[config.mk]
export PLATFORM = sky130hd
export DESIGN_NAME = apb_master
export DESIGN_NICKNAME = d
export VERILOG_FILES = /design/src/rtl/apb_master.sv
export SDC_FILE = /design/constraint.sdc
export NUM_CORES = 1
export LEC_CHECK = 0
export CORE_ASPECT_RATIO = 1.5
export CORE_MARGIN = 2
export CORE_UTILIZATION = 40
export CTS_CLUSTER_DIAMETER = 60
export DETAILED_ROUTE_END_ITERATION = 12
export GPL_ROUTABILITY_DRIVEN = 0
export PLACE_DENSITY = 0.8
export REMOVE_ABC_BUFFERS = 1
export SLEW_MARGIN = 20
export SYNTH_ARGS = -nofsm -noshare
export SYNTH_HDL_FRONTEND = slang
export SYNTH_SLANG_ARGS = --single-unit
[constraint.sdc]
create_clock -name sys_clk -period 2.4 [get_ports sys_clk]
set_clock_uncertainty 0.05 [all_clocks]
set_input_delay 0.24 -clock sys_clk [delete_from_list [all_inputs] [get_ports sys_clk]]
set_output_delay 0.24 -clock sys_clk [all_outputs]
set_load 0.05 [all_outputs]
[src/rtl/apb_master.sv]
// APB initiator: turns a command/response handshake into one APB transfer at a time,
// with optional abort of transfers whose completer never raises pready.
module apb_master #(
    parameter int ADDR_W  = 12,
    parameter int DATA_W  = 32,
    parameter int TIMEOUT = 16
) (
    input  logic                  sys_clk,
    input  logic                  sys_rst_n,
    input  logic                  cmd_valid,
    output logic                  cmd_ready,
    input  logic                  cmd_write,
    input  logic [ADDR_W-1:0]     cmd_addr,
    input  logic [DATA_W-1:0]     cmd_wdata,
    input  logic [DATA_W/8-1:0]   cmd_strb,
    output logic                  rsp_valid,
    input  logic                  rsp_ready,
    output logic [DATA_W-1:0]     rsp_rdata,
    output logic                  rsp_err,
    output logic                  rsp_timeout,
    output logic                  m_psel,
    output logic                  m_penable,
    output logic                  m_pwrite,
    output logic [ADDR_W-1:0]     m_paddr,
    output logic [DATA_W-1:0]     m_pwdata,
    output logic [DATA_W/8-1:0]   m_pstrb,
    input  logic [DATA_W-1:0]     m_prdata,
    input  logic                  m_pready,
    input  logic                  m_pslverr
);

    localparam int STRB_W = DATA_W / 8;
    localparam int CNT_W  = (TIMEOUT > 0) ? $clog2(TIMEOUT + 1) : 1;
    localparam logic [CNT_W-1:0] CNT_LIMIT = (TIMEOUT > 0) ? CNT_W'(TIMEOUT - 1) : '0;
    localparam logic [CNT_W-1:0] CNT_MAX   = '1;

    typedef enum logic [1:0] {
        IDLE,
        SETUP,
        ACCESS,
        RESP
    } state_t;

    state_t           state;
    logic [CNT_W-1:0] wait_cnt;

    // cmd_ready is a flop so it can read 0 in the cycle right after reset.
    always_ff @(posedge sys_clk) begin
        if (!sys_rst_n) begin
            state       <= IDLE;
            wait_cnt    <= '0;
            cmd_ready   <= 1'b0;
            rsp_valid   <= 1'b0;
            rsp_rdata   <= '0;
            rsp_err     <= 1'b0;
            rsp_timeout <= 1'b0;
            m_psel      <= 1'b0;
            m_penable   <= 1'b0;
            m_pwrite    <= 1'b0;
            m_paddr     <= '0;
            m_pwdata    <= '0;
            m_pstrb     <= '0;
        end else begin
            case (state)
                IDLE: begin
                    if (cmd_ready && cmd_valid) begin
                        state     <= SETUP;
                        cmd_ready <= 1'b0;
                        m_psel    <= 1'b1;
                        m_pwrite  <= cmd_write;
                        m_paddr   <= cmd_addr;
                        m_pwdata  <= cmd_write ? cmd_wdata : '0;
                        m_pstrb   <= cmd_write ? cmd_strb : {STRB_W{1'b0}};
                    end else begin
                        cmd_ready <= 1'b1;
                    end
                end
                SETUP: begin
                    state     <= ACCESS;
                    m_penable <= 1'b1;
                end
                ACCESS: begin
                    // pready takes priority over the timeout limit on the same edge.
                    if (m_pready) begin
                        state       <= RESP;
                        m_psel      <= 1'b0;
                        m_penable   <= 1'b0;
                        rsp_valid   <= 1'b1;
                        rsp_rdata   <= m_pwrite ? '0 : m_prdata;
                        rsp_err     <= m_pslverr;
                        rsp_timeout <= 1'b0;
                    end else if (TIMEOUT > 0 && wait_cnt == CNT_LIMIT) begin
                        state       <= RESP;
                        m_psel      <= 1'b0;
                        m_penable   <= 1'b0;
                        rsp_valid   <= 1'b1;
                        rsp_rdata   <= '0;
                        rsp_err     <= 1'b1;
                        rsp_timeout <= 1'b1;
                    end else if (wait_cnt != CNT_MAX) begin
                        wait_cnt <= wait_cnt + 1'b1;
                    end
                end
                RESP: begin
                    if (rsp_ready) begin
                        state     <= IDLE;
                        rsp_valid <= 1'b0;
                        cmd_ready <= 1'b1;
                        wait_cnt  <= '0;
                    end
                end
                default: begin
                    state <= IDLE;
                end
            endcase
        end
    end

endmodule

==> flow_summary.json <==
{
  "status": "finished clean",
  "setup_tns_ns": 0,
  "synth_top_family_by_area": "simple AND/OR/NAND/NOR gates",
  "crit_top_cell": "ha_1",
  "cp_num_cells": 6,
  "grt_pass1_vias": 3279,
  "die_h_um": 119,
  "placed_area_sq_mm": 0.00531,
  "ys_seq_elements": 94,
  "critical_path.slowest_cell": "dfxtp_1",
  "wl_per_cell_um": 14.5,
  "cts_root_buf": "clkbuf_16",
  "dr.first_iter.drc_count": 180,
  "synth_xor_area_share_pct": 0,
  "grt.total_usage_pct": 19.9,
  "synthDistinctLibCells": 36,
  "min-delay-start": "m_pstrb[1]",
  "worst_pin_slew_ns": 0.600,
  "cts_buffer_depth": 2,
  "first_pass_iters": 8,
  "fin_cells": 682,
  "grt_max_degree": 50,
  "crit_start": "wait_cnt[0]",
  "max_stage_delay_ns": 0.35,
  "period_share_pct": 86.8,
  "stdcell_area_sq_mm": 0.00561,
  "hold_viol": 0,
  "avgSynthCellArea_sq_um": 8.64,
  "startpoint_type": "flip-flop",
  "numCtsBuffers": 9,
  "muxShareOfSynthArea_pct": 0.283,
  "clkTransAtPathRegs_ns": 0.06,
  "fmax_ghz": 0.480,
  "cp_max_fo": 8,
  "final-max-slew-violation-count": 0,
  "post_cts_buffers": 0,
  "dp_hpwl_um": 6830,
  "die_w_um": 80.8,
  "clock_latency_ns": 0.33,
  "syn-cell-area_sq_mm": 0.00354,
  "cts_resized": 0,
  "port_buffers": 173,
  "worstPathArrival_ns": 2.27,
  "setup_ws_ns": 0.317,
  "clkSinkCount": 94,
  "antenna_found_initial": 0,
  "vias_per_cell": 5.15,
  "crit_chain": "ha_1 > and3_1 > ha_1 > nor3_1 > nand3_1 > o31ai_1",
  "hold_depth": 2,
  "max_slew_margin_pct": 60.0,
  "max-cap-violations": 0,
  "drc": 0,
  "antenna_cells": 0,
  "nets": 660,
  "synth-warning-count": 0,
  "fin_crit_ns": 2.08,
  "finalWirelength_um": 9900,
  "end_kind": "flip-flop",
  "synth-adder-area-share_pct": 2.12,
  "pre_cts_slack_ns": 0.372,
  "ir_drop_uv": 472,
  "synth-compound-area-share_pct": 18.9,
  "die_area_sq_mm": 0.00964,
  "rsz0062_at_grt": "false",
  "ioPinCount": 174,
  "vias": 3510,
  "row_count": 42,
  "grt_pass1_wl_um": 15100,
  "start_util_pct": 40.6,
  "nFillCells": 739,
  "r2r_start": "wait_cnt[0]",
  "rr_worst_depth": 6,
  "dp_cells": 666,
  "power.density_mw_per_mm2": 877,
  "finalSetupViolations": 0,
  "core_sq_mm": 0.00872,
  "hold_path.class": "flip-flop to flip-flop",
  "synth_seq_area_share_pct": 53.1,
  "cts-htree-levels": 3,
  "antenna_left": 0,
  "syn2layout_area_growth_pct": 58.3,
  "synthCells": 410,
  "drive_gt1_share_pct": 4.90,
  "cts_tree": "yes",
  "leakage_nw": 1.97,
  "cp_top_family": "simple AND/OR/NAND/NOR gates",
  "crit_type": "flip-flop to flip-flop",
  "cp.required_ns": 2.59,
  "overflow": 0,
  "worst-path-buf-inv": 0,
  "postCtsHoldBufs": 0,
  "synthSimpleGateAreaFrac_pct": 19.5
}
## where the power goes
part           internal, mW  switching, mW  leakage, nW  total, mW
logic                 0.616           1.08         1.07       1.70
clock network         0.836          0.553        0.144       1.39
registers              1.73         0.0997        0.761       1.83
total                  3.18           1.73         1.97       4.92
## layer usage
layer | routed length, um | vias to the layer above | share of wire (%) | global-route usage, %
met5 | 0 | - | 0 | 0
met2 | 5080 | 158 | 51 | 34.6
met4 | 188 | 0 | 1.9 | 9.00
li1 | - | 1722 | - | -
met3 | 890 | 20 | 9.0 | 6.06
met1 | 3740 | 1610 | 38 | 21.5
## worst paths after layout
check / endpoint / slack (ns)
max: wait_cnt[3] / 0.32
min reg2reg: m_pstrb[1] / 0.40
min: m_pstrb[1] / 0.40
max reg2reg: wait_cnt[3] / 0.32
## through the flow
stage                     power [mW]  utilization, %  hold slack, ns
after floorplan                 2.91               -           0.304
after global placement          3.52            60.9           0.385
after detailed placement        3.56            60.9           0.393
after CTS                       4.97            64.3           0.389
after global routing            5.16            64.3           0.408
final                           4.92            64.3           0.399
## Yosys cell counts
master / number / share of area (%)
a211oi_1: 2 / 0.42
a21boi_0: 1 / 0.21
a21oi_1: 53 / 7.5
a221oi_1: 1 / 0.25
a22oi_1: 32 / 6.8
a31oi_1: 1 / 0.18
and2_1: 1 / 0.18
and2b_1: 1 / 0.21
and3_1: 2 / 0.35
and3b_2: 1 / 0.28
and4_2: 1 / 0.28
buf_1: 2 / 0.21
buf_2: 13 / 1.8
buf_4: 1 / 0.21
buf_6: 5 / 1.6
clkbuf_1: 14 / 1.5
dfxtp_1: 94 / 53
ha_1: 6 / 2.1
inv_1: 7 / 0.74
mux2i_1: 1 / 0.28
nand2_1: 72 / 7.6
nand3_1: 39 / 5.5
nor2_1: 40 / 4.2
nor2b_1: 2 / 0.35
nor3_1: 2 / 0.28
o211a_1: 1 / 0.28
o21ai_0: 3 / 0.42
o21ai_2: 1 / 0.25
o221a_2: 1 / 0.32
o22ai_1: 2 / 0.35
o311ai_0: 1 / 0.25
o31a_1: 2 / 0.49
o31ai_1: 1 / 0.21
o32ai_1: 2 / 0.49
o41ai_2: 1 / 0.46
or3_1: 1 / 0.18
## cell families (layout without fill, tap and decap cells)
group           count (synthesis)  in the layout
fa+ha+maj                       6              6
flops                          94             94
simple gates                  162            162
compound gates                105            105
mux                             1              1
buf+inv                        42            204
## state kept, by name (all words and copies together), names as in the netlist, 2 cells and up
name and flops:
m_pwdata 32, rsp_rdata 32, m_paddr 12, wait_cnt 5
m_pstrb 4, state 2
## tightest hold or removal path: stages, from the launching register on
cell and delay (ns):
dfxtp_1 0.30, nand2_1 0.05, a21oi_1 0.05
## area by class of cell
cell class	count	area (sq um)	area share, %
Clock buffer	13	250	4.46
Timing Repair Buffer	181	1820	32.4
Tap cell	110	138	2.46
Inverter	7	26.3	0.469
Multi-Input combinational cell	274	1450	25.8
Clock inverter	3	43.8	0.781
Sequential cell	94	1880	33.6
## layout by cell type (no fill, tap or decap), types with 2 or more instances in the layout
master	Yosys	final
a211oi_1	2	2
o22ai_1	2	2
nand3_1	39	38
and3_1	2	2
clkdlybuf4s50_1	0	173
clkbuf_1	14	3
o32ai_1	2	2
a21oi_1	53	53
ha_1	6	6
buf_12	0	2
o31a_1	2	2
nor2b_1	2	2
a22oi_1	32	32
nor2_1	40	40
clkbuf_16	0	9
nand2_1	72	72
dfxtp_1	94	94
inv_1	7	6
buf_4	1	6
nor3_1	2	2
o21ai_0	3	3
Note: power is estimated with default switching activity, not from simulation.
